## src/rtl/mux_port_arbiter.sv

```systemverilog
// Purpose : two-requester round-robin arbiter driving the select of a shared 2:1 mux bank.
// Latency : request-to-grant 1 cycle from IDLE; handover to the waiting requester with no idle bubble.
// Backpres: contended ownership is capped at HOLD_MAX cycles; an uncontended grant is held indefinitely.
//
// Ports:
//   clk      rising-edge clock
//   reset_n  asynchronous active-low reset (returns to IDLE, sel=0, prio=0)
//   req0     requester 0 (e.g. instruction fetch) wants the port, level
//   req1     requester 1 (e.g. data-memory stage) wants the port, level
//   done     shared resource finished the current transaction, 1-cycle pulse
//   gnt0     requester 0 owns the port (registered)
//   gnt1     requester 1 owns the port (registered)
//   sel      mux select: 0 routes requester 0, 1 routes requester 1 (registered)
//   prio     round-robin pointer: requester preferred at the next contended grant (registered)
module mux_port_arbiter #(
  parameter int HOLD_MAX = 8
) (
  input  logic clk,
  input  logic reset_n,
  input  logic req0,
  input  logic req1,
  input  logic done,
  output logic gnt0,
  output logic gnt1,
  output logic sel,
  output logic prio
);

  // Counter wide enough to reach HOLD_MAX-1; HOLD_MAX is at least 2 so CW >= 1.
  localparam int            CW        = (HOLD_MAX > 2) ? $clog2(HOLD_MAX) : 1;
  localparam logic [CW-1:0] HOLD_LAST = CW'(HOLD_MAX - 1);

  typedef enum logic [1:0] {
    IDLE   = 2'd0,
    GRANT0 = 2'd1,
    GRANT1 = 2'd2
  } state_t;

  state_t        state;
  state_t        state_nxt;
  logic [CW-1:0] hold_cnt;

  // A grant is "issued" whenever a grant state is (re)entered this edge:
  // fresh grant from IDLE, handover to the other requester, or re-grant.
  logic issue;
  logic issue_id;

  // Per-grant view of the requests, oriented to the current owner.
  logic own_id;
  logic req_own;
  logic req_oth;
  logic hold_hit;
  logic release_now;

  // ------------------------------------------------------------------
  // Next-state / grant decision
  // ------------------------------------------------------------------
  always_comb begin
    state_nxt   = state;
    issue       = 1'b0;
    issue_id    = 1'b0;
    own_id      = 1'b0;
    req_own     = 1'b0;
    req_oth     = 1'b0;
    hold_hit    = 1'b0;
    release_now = 1'b0;

    case (state)
      IDLE: begin
        if (req0 | req1) begin
          issue    = 1'b1;
          // Contention resolves through the round-robin pointer.
          issue_id = (req0 & req1) ? prio : req1;
        end
      end

      GRANT0, GRANT1: begin
        own_id   = (state == GRANT1);
        req_own  = own_id ? req1 : req0;
        req_oth  = own_id ? req0 : req1;
        // hold_cnt saturates, so a late contender still preempts on the
        // first cycle it is seen once the owner has used up its budget.
        hold_hit = (hold_cnt == HOLD_LAST) & req_oth;

        release_now = done | ~req_own | hold_hit;

        if (release_now) begin
          if (req_oth) begin
            // Direct handover, no idle bubble.
            issue    = 1'b1;
            issue_id = ~own_id;
          end else if (req_own & done) begin
            // Owner finished one transaction and still wants the port.
            issue    = 1'b1;
            issue_id = own_id;
          end else begin
            state_nxt = IDLE;
          end
        end
      end

      default: begin
        state_nxt = IDLE;
      end
    endcase

    if (issue) begin
      state_nxt = issue_id ? GRANT1 : GRANT0;
    end
  end

  // ------------------------------------------------------------------
  // State, hold counter, mux select and round-robin pointer
  // ------------------------------------------------------------------
  always_ff @(posedge clk or negedge reset_n) begin
    if (!reset_n) begin
      state    <= IDLE;
      hold_cnt <= '0;
      sel      <= 1'b0;
      prio     <= 1'b0;
    end else begin
      state <= state_nxt;
      if (issue) begin
        // sel moves only together with a grant; it is left alone in IDLE
        // so the mux output does not toggle without an owner.
        hold_cnt <= '0;
        sel      <= issue_id;
        prio     <= ~issue_id;
      end else if ((state != IDLE) && (hold_cnt != HOLD_LAST)) begin
        hold_cnt <= hold_cnt + CW'(1);
      end
    end
  end

  assign gnt0 = (state == GRANT0);
  assign gnt1 = (state == GRANT1);

endmodule

```

## config.mk

```make
export PLATFORM = sky130hd
export DESIGN_NAME = mux_port_arbiter
export DESIGN_NICKNAME = d
export VERILOG_FILES = /design/src/rtl/mux_port_arbiter.sv
export SDC_FILE = /design/constraint.sdc
export NUM_CORES = 1
export LEC_CHECK = 0
export CORE_AREA = 2 2 39 41
export DETAILED_ROUTE_END_ITERATION = 16
export DIE_AREA = 0 0 41 43
export PLACE_DENSITY = 0.67
export SLEW_MARGIN = 20
export SYNTH_ARGS = -nofsm -noshare
export SYNTH_HDL_FRONTEND = slang
export SYNTH_SLANG_ARGS = --single-unit
export TNS_END_PERCENT = 1
```

## constraint.sdc

```tcl
create_clock -name clk -period 2.7 [get_ports clk]
set_clock_uncertainty 0.2 [all_clocks]
set_input_delay 0.54 -clock clk [delete_from_list [all_inputs] [get_ports clk]]
set_output_delay 0.54 -clock clk [all_outputs]
set_load 0.05 [all_outputs]
```

; ---- Word-level counts from Yosys, hierarchy flattened
; Index checks and enable logic that the tools add are counted.
[word_totals]
ff_bits = 7
output_inout_bits = 4
elab_cells = 49
[classes]
n_addsub = 1
eq_ne = 8
mux = 21
bitwise_logic = 9
reduce_logical = 6
[ops]
columns = cell, count
row1 = "inequality test 3 bit, second input constant", 4
row2 = 2-to-1 mux 1 bit, 11
row3 = 2-to-1 mux 2 bit, 5
row4 = 2-to-1 mux 3 bit, 2
row5 = one-hot mux 1 bit (2 select lines), 2
row6 = one-hot mux 2 bit (2 select lines), 1
row7 = AND reduction 4 bit, 1
row8 = nonzero test 2 bit, 2
row9 = "adder 3 x 1 -> 3 bit, second input constant", 1
row10 = AND 1 bit, 3
row11 = "== test 3 bit, second input constant", 1
row12 = inverter 1 bit, 3
row13 = bitwise OR 1 bit, 3
row14 = "== test 2 x 1 -> 1 bit, second input constant", 1
row15 = "== test 2 bit, second input constant", 1
row16 = zero test 2 bit, 1
row17 = "inequality test 2 bit, second input constant", 1
row18 = OR reduction 2 bit, 1
row19 = logical AND 1 bit, 1

; ---- Logic depth before layout (Yosys ltp)
[logic_depth]
ltp_word = 9
ltp_mapped = 8
ltp_nobuf = 7

; ---- Worst setup path before layout
; No wires, ideal clock.
[synth_timing]
path_kind = reg2reg
from = reg state[0]
to = reg state[0]
setup_ns = 0.121
arrival_time_ns = 2.093
t_required_ns = 2.379
slack_ns = 0.286
path_stages_with_launch = 8
period_less_slack_ns = 2.414
cell_sequence = dfrtp_1 > inv_1 > ha_1 > inv_2 > or3_1 > a211o_1 > and2_4 > a22o_1
[synth_via]
elab_chain_len = 9
word_cells_on_any_way = 28
cone_classes = eq/ne: 6 / mux: 13 / bitwise: 6 / reduce/logical: 3
[synth_rtl]
columns = element, line_no
row1 = from (decl), 39  ; state_t state;
row2 = from (signal assigned), 122  ; state <= state_nxt;
row3 = == test 2 bit *, --
row4 = named net gnt1, 24  ; output logic gnt1,
row5 = 2-to-1 mux 1 bit, 79  ; req_own = own_id ? req1 : req0;
row6 = AND 1 bit / inverter 1 bit (equally long branches), "92, 85"
row7 = 2-to-1 mux 1 bit / bitwise OR 1 bit (equally long branches), "92, 85"
row8 = 2-to-1 mux 1 bit / bitwise OR 1 bit (equally long branches), "88, 85"
row9 = 2-to-1 mux 1 bit, 87  ; if (release_now) begin
row10 = one-hot mux 1 bit (2 select lines), 68  ; case (state)
row11 = inequality test 3 bit (no line) (tied with other cells), --
row12 = AND reduction 4 bit (no line) / 2-to-1 mux 2 bit (equally long branches), --
; The timed path passes the listed nets; every way through them passes the cells marked *.
; A chain may end at the register's enable or synchronous reset.

; ---- Worst setup path in the final report
[layout_timing]
from = reg state[1]
to = out gnt0
[layout_via]
elab_chain_len = 1
[layout_rtl]
columns = element, line_no
row1 = == test 2 x 1 -> 1 bit, 135  ; assign gnt0 = (state == GRANT0);
row2 = to (decl), 23  ; output logic gnt0,
; Every way passes these cells.

==> results.toml <==
[synth]
yosys_register_bits = 7
syn_nets = 69
synth_seq_area_share = 0.317
ys_warn_count = 0
synthesis.area_um2 = 553
avgSynthCellArea_um2 = 9.70
ys_types = 26
syn_inst = 57

[power]
pwr-share-seq = 0.220
power_density_nw_per_um2 = 1320
switching_share = 0.480
leakagePower_nw = 0.310
internal_power_mw = 0.463
switchingPower_mw = 0.426
comb_power_share = 0.673
clockPowerShare = 0.107
ir_worst_vdd_uv = 595

[floorplanning]
fp.coreArea_um2 = 1380
die_area_um2 = 1760
io_pins = 9
num_rows = 14
fp.dieW_um = 41
initial_core_util = 0.400
dieHeight_um = 43

[cts]
cts-resized-gates = 0
ctsHoldBuffers = 0
cts_buffers = 3
root_buffer = "clkbuf_4"
postCtsSetupBuffers = 0
cts_tree = "yes"
cts_sinks = 7
clockBufferDepth = 2
clock_latency_ps = 260
htree_levels = 1
path_clk_slew_ps = 60

[worst_setup_path]
critPathTopFamily = "buffers and inverters"
max_stage_delay_ps = 790
startpoint_type = "flip-flop"
cp.required_ps = 1960
cp_slowest_cell = "clkdlybuf4s50_1"
cp-end-kind = "output port"
worstPathArrival_ps = 1700
worstSetupPathType = "reg2out"
worst-path-max-fanout = 5
cp_cell_sequence = "inv_1 -> ha_1 -> clkdlybuf4s50_1"
crit_buf_inv = 2

[timing]
tightestPinTransition_ps = 500
period_needed_ps = 2440
hold_viol_final = 0
setup_viol_count_final = 0
slew-limit-headroom = 0.665
max_freq_ghz = 0.410
finalMaxSlewViolations = 0
period_share = 0.903
rsz0062_at_grt = "no"
tns_ps = 0

[global_routing]
grt_max_degree = 9
antenna_found_initial = 0
overflow = 0
grt_pass1_wl_um = 1780
grt_usage = 0.145
grt_pass1_vias = 460

[routing]
first_pass_iters = 2
ant_nets = 0
drt-wirelength-per-cell_um = 11.7
drcViolationCount = 0
routed_wl_um = 995
num_vias = 435
via_per_inst = 5.12
drt_iter0_drc = 3

[final_layout]
area_growth_pct = 21.9
antenna_cells = 0
final_layout_size_suffix_gt1_frac = 0.188
fin_nets = 82
fillers = 144
utilization = 0.487

[place]
io_buffers = 8
gp_congestion = 0.718
post-dp-hpwl_um = 808

[min_path]
hold_class = "in2async"

[flow_run]
cap_violations = 0

[outcome]
status = "finished clean"
## cells in the final DEF, fill, tap and decap left out
cell	instances
a211o_1	1
a22oi_1	1
buf_4	2
ha_1	7
and2_4	1
o41ai_2	1
xnor2_1	1
a21o_1	1
o21ai_0	3
o221ai_1	1
or3_1	2
nand2b_1	1
clkbuf_4	3
mux2_1	1
inv_1	4
and4b_2	1
dfrtp_1	7
clkdlybuf4s50_1	7
clkinv_2	1
inv_2	1
or2_2	1
nor2_1	7
nand2_1	3
o41ai_4	1
a22o_1	1
o211ai_1	1
o21a_1	1
a211oi_2	1
a21oi_1	6
## cell families (layout without fill, tap and decap cells)
family          after synthesis  after routing  share of synthesized area
fa+ha+maj                     7              7                      0.158
simple gates                 16             16                      0.149
mux                           1              1                     0.0204
flops                         7              7                      0.317
compound gates               19             19                      0.285
buf+inv                       6             18                     0.0543
xor+xnor                      1              1                     0.0158
## state kept, by name (all words and copies together) (netlist names)
name / flops
state: 2
sel: 1
hold_cnt: 3
prio: 1
## through the flow
| step | setup slack [ps] | instances | power (mW) | hold slack (ps) | area (µm²) |
|---|---|---|---|---|---|
| after global routing | 198 | 85 | 0.970 | 366 | 674 |
| after CTS | 256 | 85 | 0.896 | 345 | 674 |
| after global placement | 196 | 81 | 0.792 | 329 | 647 |
| after floorplan | 286 | 57 | 0.660 | 44.4 | 553 |
| final | 263 | 85 | 0.889 | 337 | 674 |
| after detailed placement | 209 | 81 | 0.795 | 335 | 647 |
## area by class of cell
cell class | count | area [µm²] | share of cell area
clock buffers | 3 | 22.5 | 0.0334
clock inverters | 1 | 5.00 | 0.00742
inverters | 5 | 18.8 | 0.0278
multi-input cells | 44 | 348 | 0.516
flip-flops and latches | 7 | 175 | 0.260
well taps | 16 | 20.0 | 0.0297
repair buffers | 9 | 85.1 | 0.126
## cell usage after synthesis
| master | instances | share of area |
|---|---|---|
| nor2_1 | 7 | 0.048 |
| buf_6 | 1 | 0.020 |
| a21o_1 | 1 | 0.014 |
| a211o_1 | 1 | 0.016 |
| and2_4 | 1 | 0.016 |
| o41ai_4 | 1 | 0.050 |
| o221ai_1 | 1 | 0.016 |
| a22oi_1 | 1 | 0.014 |
| or3_1 | 2 | 0.023 |
| ha_1 | 7 | 0.16 |
| o21ai_0 | 3 | 0.027 |
| inv_2 | 1 | 0.0068 |
| and4b_2 | 1 | 0.020 |
| o211ai_1 | 1 | 0.014 |
| or2_2 | 1 | 0.011 |
| a21oi_1 | 6 | 0.054 |
| dfrtp_1 | 7 | 0.32 |
| a22o_1 | 1 | 0.016 |
| xnor2_1 | 1 | 0.016 |
| inv_1 | 4 | 0.027 |
| nand2b_1 | 1 | 0.011 |
| nand2_1 | 3 | 0.020 |
| mux2_1 | 1 | 0.020 |
| o21a_1 | 1 | 0.014 |
| a211oi_2 | 1 | 0.023 |
| o41ai_2 | 1 | 0.029 |
## layer usage
metal | global-route usage | share of wire | vias up
met1 | 0.206 | 0.52 | 195
met3 | 0.0314 | 0.048 | 3
met4 | 0.0600 | 0.018 | 0
li1 | - | - | 226
met2 | 0.206 | 0.42 | 11
met5 | 0 | 0 | -
## path summary, 6_finish.rpt
path / endpoint / startpoint / slack (ps) / cells after the start
worst max-delay path: gnt0 / state[1] / 260 / 3
worst min-delay path: sel / reset_n / 340 / 1
worst max register to register: state[0] / state[0] / 450 / 7
worst min register to register: hold_cnt[1] / hold_cnt[1] / 350 / 2
max in group asynchronous: prio / reset_n / 1720 / 1
min in group clk: hold_cnt[1] / hold_cnt[1] / 350 / 2
## power by group through the flow
stage	Clock, mW	Sequential (mW)	Combinational (mW)
6_report	0.0953	0.195	0.598
5_1_grt	0.106	0.203	0.661
4_1_cts	0.0978	0.196	0.602
3_3_place_gp	0	0.197	0.595
3_5_place_dp	0	0.198	0.597
2_1_floorplan	0	0.243	0.417
(Power assumes the default switching activity.)
